--- config.mk ---
export PLATFORM = sky130hd
export DESIGN_NAME = rx_lane_scheduler
export DESIGN_NICKNAME = d
export VERILOG_FILES = /design/src/rtl/rx_lane_scheduler.sv
export SDC_FILE = /design/constraint.sdc
export NUM_CORES = 1
export LEC_CHECK = 0
export ABC_AREA = 1
export BUFFER_PORTS_ARGS = -buffer_cell sky130_fd_sc_hd__buf_2
export CAP_MARGIN = 10
export CORE_ASPECT_RATIO = 0.7
export CORE_MARGIN = 1
export CORE_UTILIZATION = 30
export CTS_CLUSTER_SIZE = 14
export DETAILED_ROUTE_END_ITERATION = 10
export GPL_ROUTABILITY_DRIVEN = 0
export PLACE_DENSITY = 0.46
export SLEW_MARGIN = 20
export SYNTH_ARGS = -nofsm -noshare
export SYNTH_HDL_FRONTEND = slang
export SYNTH_SLANG_ARGS = --single-unit
export TNS_END_PERCENT = 1
--- constraint.sdc ---
create_clock -name clk -period 3.01 [get_ports clk]
set_clock_uncertainty 0.2 [all_clocks]
set_input_delay 0.602 -clock clk [delete_from_list [all_inputs] [get_ports clk]]
set_output_delay 0.602 -clock clk [all_outputs]
set_load 0.02 [all_outputs]
--- src/rtl/rx_lane_scheduler.sv ---
// rx_lane_scheduler
// Distributes a ready/valid byte stream round-robin over 1, 2 or 4 lanes and
// presents each completed group with per-lane valids. A group that stops
// filling for FLUSH_TIMEOUT idle cycles is presented partially filled.
//
// Optional build macro: SCHED_STATS_EN
//   When defined, adds grp_count (retired groups) and flush_count (retired
//   timeout-flushed groups) outputs. Both are 16-bit wrapping counters.
module rx_lane_scheduler #(
  parameter int unsigned DATA_W        = 8,
  parameter int unsigned FLUSH_TIMEOUT = 15   // 1..255
) (
  input  logic              clk,
  input  logic              reset_L,
  input  logic [DATA_W-1:0] in_data,
  input  logic              in_valid,
  output logic              in_ready,
  input  logic [1:0]        cfg_lanes,
  output logic [DATA_W-1:0] out_data0,
  output logic [DATA_W-1:0] out_data1,
  output logic [DATA_W-1:0] out_data2,
  output logic [DATA_W-1:0] out_data3,
  output logic              out_valid0,
  output logic              out_valid1,
  output logic              out_valid2,
  output logic              out_valid3,
  input  logic              out_ready,
  output logic              busy
`ifdef SCHED_STATS_EN
  ,
  output logic [15:0]       grp_count,
  output logic [15:0]       flush_count
`endif
);

  typedef enum logic [1:0] {
    S_IDLE = 2'd0,
    S_FILL = 2'd1,
    S_HOLD = 2'd2
  } state_e;

  localparam logic [7:0] TIMEOUT = 8'(FLUSH_TIMEOUT);

  // Lane count as a plain number (1, 2 or 4); the reserved code 11 means x4.
  function automatic logic [2:0] decode_lanes(input logic [1:0] cfg);
    case (cfg)
      2'b00:   decode_lanes = 3'd1;
      2'b01:   decode_lanes = 3'd2;
      default: decode_lanes = 3'd4;
    endcase
  endfunction

  // Valid mask covering the lowest 'count' slots.
  function automatic logic [3:0] fill_mask(input logic [2:0] count);
    case (count)
      3'd1:    fill_mask = 4'b0001;
      3'd2:    fill_mask = 4'b0011;
      3'd3:    fill_mask = 4'b0111;
      3'd4:    fill_mask = 4'b1111;
      default: fill_mask = 4'b0000;
    endcase
  endfunction

  state_e            state_q,   state_d;
  logic [1:0]        ptr_q,     ptr_d;
  logic [7:0]        idle_q,    idle_d;
  logic [2:0]        lanes_q,   lanes_d;
  logic [3:0]        valid_q,   valid_d;
  logic              flushed_q, flushed_d;
  logic [DATA_W-1:0] slot_q [4];
  logic [DATA_W-1:0] slot_d [4];

  logic              accept;
  logic              retire;
  logic              start_grp;
  logic [2:0]        new_lanes;
  logic [7:0]        idle_inc;

  assign new_lanes = decode_lanes(cfg_lanes);
  // Saturating increment: a long stall never wraps back below the timeout.
  assign idle_inc  = (idle_q == 8'hFF) ? idle_q : idle_q + 8'd1;

  // Next-state, slot writes and handshake for the IDLE/FILL/HOLD sequencer.
  always_comb begin
    // NOTE: every variable gets a default before the case so that no path
    // leaves one unassigned, which would infer a latch.
    state_d   = state_q;
    ptr_d     = ptr_q;
    idle_d    = idle_q;
    lanes_d   = lanes_q;
    valid_d   = valid_q;
    flushed_d = flushed_q;
    slot_d    = slot_q;
    in_ready  = 1'b1;
    accept    = 1'b0;
    retire    = 1'b0;
    start_grp = 1'b0;

    case (state_q)
      S_IDLE: begin
        in_ready  = 1'b1;
        accept    = in_valid;
        start_grp = in_valid;
      end

      S_FILL: begin
        in_ready = 1'b1;
        accept   = in_valid;
        if (in_valid) begin
          slot_d[ptr_q] = in_data;
          idle_d        = 8'd0;
          if ({1'b0, ptr_q} == lanes_q - 3'd1) begin
            state_d   = S_HOLD;
            valid_d   = fill_mask(lanes_q);
            flushed_d = 1'b0;
            ptr_d     = 2'd0;
          end else begin
            ptr_d = ptr_q + 2'd1;
          end
        end else begin
          idle_d = idle_inc;
          if (idle_inc >= TIMEOUT) begin
            // Partial group: only the slots written so far are presented.
            state_d   = S_HOLD;
            valid_d   = fill_mask({1'b0, ptr_q});
            flushed_d = 1'b1;
            idle_d    = 8'd0;
            ptr_d     = 2'd0;
          end
        end
      end

      S_HOLD: begin
        // Accept a new byte only in the cycle the held group retires.
        in_ready = out_ready;
        accept   = in_valid && out_ready;
        if (out_ready) begin
          retire = 1'b1;
          if (in_valid) begin
            start_grp = 1'b1;
          end else begin
            state_d   = S_IDLE;
            valid_d   = 4'b0000;
            flushed_d = 1'b0;
            ptr_d     = 2'd0;
            idle_d    = 8'd0;
          end
        end
      end

      default: begin
        state_d = S_IDLE;
        valid_d = 4'b0000;
        ptr_d   = 2'd0;
        idle_d  = 8'd0;
      end
    endcase

    // First byte of a group: lands in slot 0 and re-latches the lane count.
    if (start_grp) begin
      slot_d[0] = in_data;
      lanes_d   = new_lanes;
      idle_d    = 8'd0;
      flushed_d = 1'b0;
      if (new_lanes == 3'd1) begin
        state_d = S_HOLD;
        valid_d = 4'b0001;
        ptr_d   = 2'd0;
      end else begin
        state_d = S_FILL;
        valid_d = 4'b0000;
        ptr_d   = 2'd1;
      end
    end
  end

  // State, pointer, counters and lane registers.
  always_ff @(posedge clk or negedge reset_L) begin
    if (!reset_L) begin
      state_q   <= S_IDLE;
      ptr_q     <= 2'd0;
      idle_q    <= 8'd0;
      lanes_q   <= 3'd4;
      valid_q   <= 4'b0000;
      flushed_q <= 1'b0;
      // NOTE: the slot array drives out_data directly, so it is reset like
      // any other register; outputs must read zero while reset is held.
      for (int i = 0; i < 4; i++) begin
        slot_q[i] <= '0;
      end
    end else begin
      // NOTE: sequential state uses non-blocking assignments so every
      // register samples the pre-edge value of the others.
      state_q   <= state_d;
      ptr_q     <= ptr_d;
      idle_q    <= idle_d;
      lanes_q   <= lanes_d;
      valid_q   <= valid_d;
      flushed_q <= flushed_d;
      for (int i = 0; i < 4; i++) begin
        slot_q[i] <= slot_d[i];
      end
    end
  end

  assign out_data0  = slot_q[0];
  assign out_data1  = slot_q[1];
  assign out_data2  = slot_q[2];
  assign out_data3  = slot_q[3];
  assign out_valid0 = valid_q[0];
  assign out_valid1 = valid_q[1];
  assign out_valid2 = valid_q[2];
  assign out_valid3 = valid_q[3];
  assign busy       = (state_q != S_IDLE);

`ifdef SCHED_STATS_EN
  logic [15:0] grp_cnt_q;
  logic [15:0] flush_cnt_q;

  // Retirement statistics; both counters wrap naturally at 16 bits.
  always_ff @(posedge clk or negedge reset_L) begin
    if (!reset_L) begin
      grp_cnt_q   <= 16'd0;
      flush_cnt_q <= 16'd0;
    end else if (retire) begin
      grp_cnt_q <= grp_cnt_q + 16'd1;
      if (flushed_q) begin
        flush_cnt_q <= flush_cnt_q + 16'd1;
      end
    end
  end

  assign grp_count   = grp_cnt_q;
  assign flush_count = flush_cnt_q;
`endif

endmodule
==> results.md <==
- CP max FO: 11
- CP Capture Type: flop
- Starting density of the core: between 30 and 40%
- Most frequent CP cell: nand2_1
- Total power: ~3.0 mW
- Clock buffer depth: 2
- Comb power frac: between 40% and 50%
- CTS Sinks: between 50 and 60
- Bufs and invs on worst path: 1
- Synth cell types: 31
- CP peak stage delay: ~0.4 ns
- Vias in the first global route: 1844
- Final setup viols: 0
- Tcrit/Tclk final: 72.06%
- Pint: between 1.5 and 2 mW
- Sequential share of the synthesized area: ~51%
- RSZ-0062 raised after global routing: no
- Die area: 0.008687 mm2
- Hpwl dp: 4256 um
- Register share of total power: 37.6%
- VDD IR max: 414.1 uV
- Clock transition at path regs: 0.07 ns
- Grt ovf: 0
- Fin crit period: 2.169 ns
- Worst Setup SP: idle_q[0]
- Crit path DAT: 2.18 ns
- Reg-to-Reg End: state_q[0]
- Final WL: 5656 um
- FF-to-FF Start: idle_q[0]
- Net Sw Frac: 41.46%
- Failing checks: design-rule violations
- Clk pwr share: 21.7%
- Max-capacitance violation count: 0
- CP required: around 3.0 ns
- Critical path launch point type: flop
- Layout area overhead: 20.92%
- DRT Pass-1 Iters: 7
- Final hold vios: 0
- Synthesis Warnings: 0
- CTS root buf: clkbuf_16
- WS Path Type: flop to flop
- Status: finished, violations left
- Synth Register Bits: 51
- Core area: 0.007973 mm2
- CTS buffer count: 5
- Worst Setup EP: state_q[0]
- # Post-CTS Setup Buffers: 0
- Syn Area/Cell: 8.511 um2
- Chip height: ~78 um
- Ports: 52
- Vias per Instance: roughly 4.4
- Die width: 111.0 um
- Largest area contributor in the netlist: dfrtp_1
- Total GRT Usage: approximately 14%
- Top cells by area, synth: dfrtp_1, nand2_1, o21ai_0
- Layout Utilization: 37.82%
- Routed WL per cell: about 13 um
- Fill cells: between 800 and 900
- Initial drt markers: around 110
- Yosys top cell area share: 50.18%
- Relative slew slack: 66.74%
- Worst min-delay path class: input port to async pin
- Detailed-route DRC error count: 2
- R2R Setup Slk: around 0.84 ns
- TritonCTS clock tree: yes
- Critical path depth: 10
- Synthesized area: around 0.0025 mm2
- Clock Latency Late Sink: 0.29 ns
- # nets final: 372
- Crit-path leading delay family: simple AND/OR/NAND/NOR gates
- Slew at the pin closest to its max-slew limit: ~0.5 ns
- Power per Cell Area: 979.4 mW/mm2
- Worst R2R Path Depth: 10
- Rows: 27
- Final setup TNS: 0 ns
- Via Count: 1977
- First-pass GRT wire length: 9660 um
- Max-slew violations: 0
- CTS hold repair buffers: 0
- Maximum clock rate: between 400 and 500 MHz
- Resized Gates After CTS: 0
- # port buffers: between 50 and 60
- N_diodes: 0
- Critical-path cell list: ha_1 -> nand3_2 -> clkinv_2 -> a21oi_1 -> nor2_2 -> nand2_1 -> nand3_2 -> nand2_1 -> nand2_1 -> nand2_1
- Synthesized instance count: 293
- Antenna-violating nets left: 0
- Net count after synthesis: 318
- Clock H-tree levels: 2
- Switching power total: 1.224 mW
- Slowest CP cell: dfrtp_1
- Share of cells above drive strength 1: 25.65%
- Largest net degree at the start of global routing: 34
- Initial antenna violation count: 0
- Leakage power: around 1.6 nW
[kinds of logic (layout without fill, tap and decap cells)]
group | count (synthesis) | in the layout | synth area share (%)
adders and majority gates | 11 | 11 | 5.519
AOI/OAI and AO/OA | 49 | 49 | 10.74
xor gates and xnor gates | 2 | 2 | 0.7026
and+or+nand+nor | 140 | 140 | 25.29
buffers and inverters | 40 | 94 | 6.523
DFF | 51 | 51 | 51.23
[how the worst min path moves through the flow]
stage	from	to	slack, ns	cells past startpoint
after detailed placement	valid_q[0]	valid_q[0]	0.26	2
after CTS	reset_L	state_q[1]	0.07	1
after floorplan	reset_L	idle_q[0]	0.11	0
after global placement	valid_q[0]	valid_q[0]	0.26	2
final	reset_L	valid_q[0]	0.06	1
after global routing	reset_L	ptr_q[1]	0.09	1
[metal layers]
metal,wire (um),GRT usage [%],vias to the layer above
met1,3207,21.99,901
met4,46,3.699,0
met5,0,0,-
met2,2205,19.62,36
met3,197,2.703,6
li1,-,-,1034
[cells in the final DEF (no fill, tap or decap), drive strengths merged]
cell / instances
dfrtp: 50
nand3b: 1
a211oi: 1
o2111ai: 1
clkinv: 1
ha: 11
o22ai: 3
nor3: 2
nand4: 1
clkinvlp: 1
clkbuf: 5
bufinv: 1
dfstp: 1
nand2: 93
buf: 52
xor2: 1
a21oi: 11
inv: 34
and2: 1
nor2: 27
nand3: 15
xnor2: 1
o21ai: 33
[cell usage after synthesis (all sizes together)]
library cell and count:
a211oi 1, a21oi 11, and2 1, buf 2, clkbuf 3, clkinv 1
dfrtp 50, dfstp 1, ha 11, inv 34, nand2 93, nand3 15
nand3b 1, nand4 1, nor2 27, nor3 2, o2111ai 1, o21ai 33
o22ai 3, xnor2 1, xor2 1
[through the flow]
step,worst slack (ns),std cells,hold WS (ns),area [um2]
2_1_floorplan,1.099,293,0.1064,2494
3_3_place_gp,0.9328,441,0.2561,2853
3_5_place_dp,0.8434,441,0.2565,2853
4_1_cts,0.8439,448,0.07166,3015
5_1_grt,0.6477,448,0.09306,3015
6_report,0.8410,448,0.05594,3015
[registers in the layout (all words and copies together), names as in the netlist]
register	cells
state_q	2
out_data1	8
idle_q	8
ptr_q	2
out_data3	8
lanes_q	3
valid_q	4
out_data2	8
out_data0	8
[worst reg2reg max path: cells and delay by family (launching register included)]
kind / cells / cell delay (ns)
simple gates: 7 / 0.84
flops: 1 / 0.41
compound gates: 1 / 0.29
fa+ha+maj: 1 / 0.25
buf+inv: 1 / 0.12
[power by group through the flow]
stage / combinational [mW] / clock [mW] / sequential (mW)
floorplan: 0.593 / 0 / 1.36
global placement: 1.21 / 0 / 1.12
detailed placement: 1.22 / 0 / 1.12
CTS: 1.22 / 0.662 / 1.11
global route: 1.36 / 0.686 / 1.15
finish: 1.20 / 0.641 / 1.11
[final cells by class]
class | count | area (um2) | share of cell area (%)
Inverter | 35 | 132.6 | 4.398
Clock inverter | 2 | 37.54 | 1.245
Multi-Input combinational cell | 202 | 1054 | 34.94
Tap cell | 101 | 126.4 | 4.191
Clock buffer | 5 | 125.1 | 4.149
Timing Repair Buffer | 52 | 262.8 | 8.714
Sequential cell | 51 | 1277 | 42.37
Power figures use the tool's default switching activity.
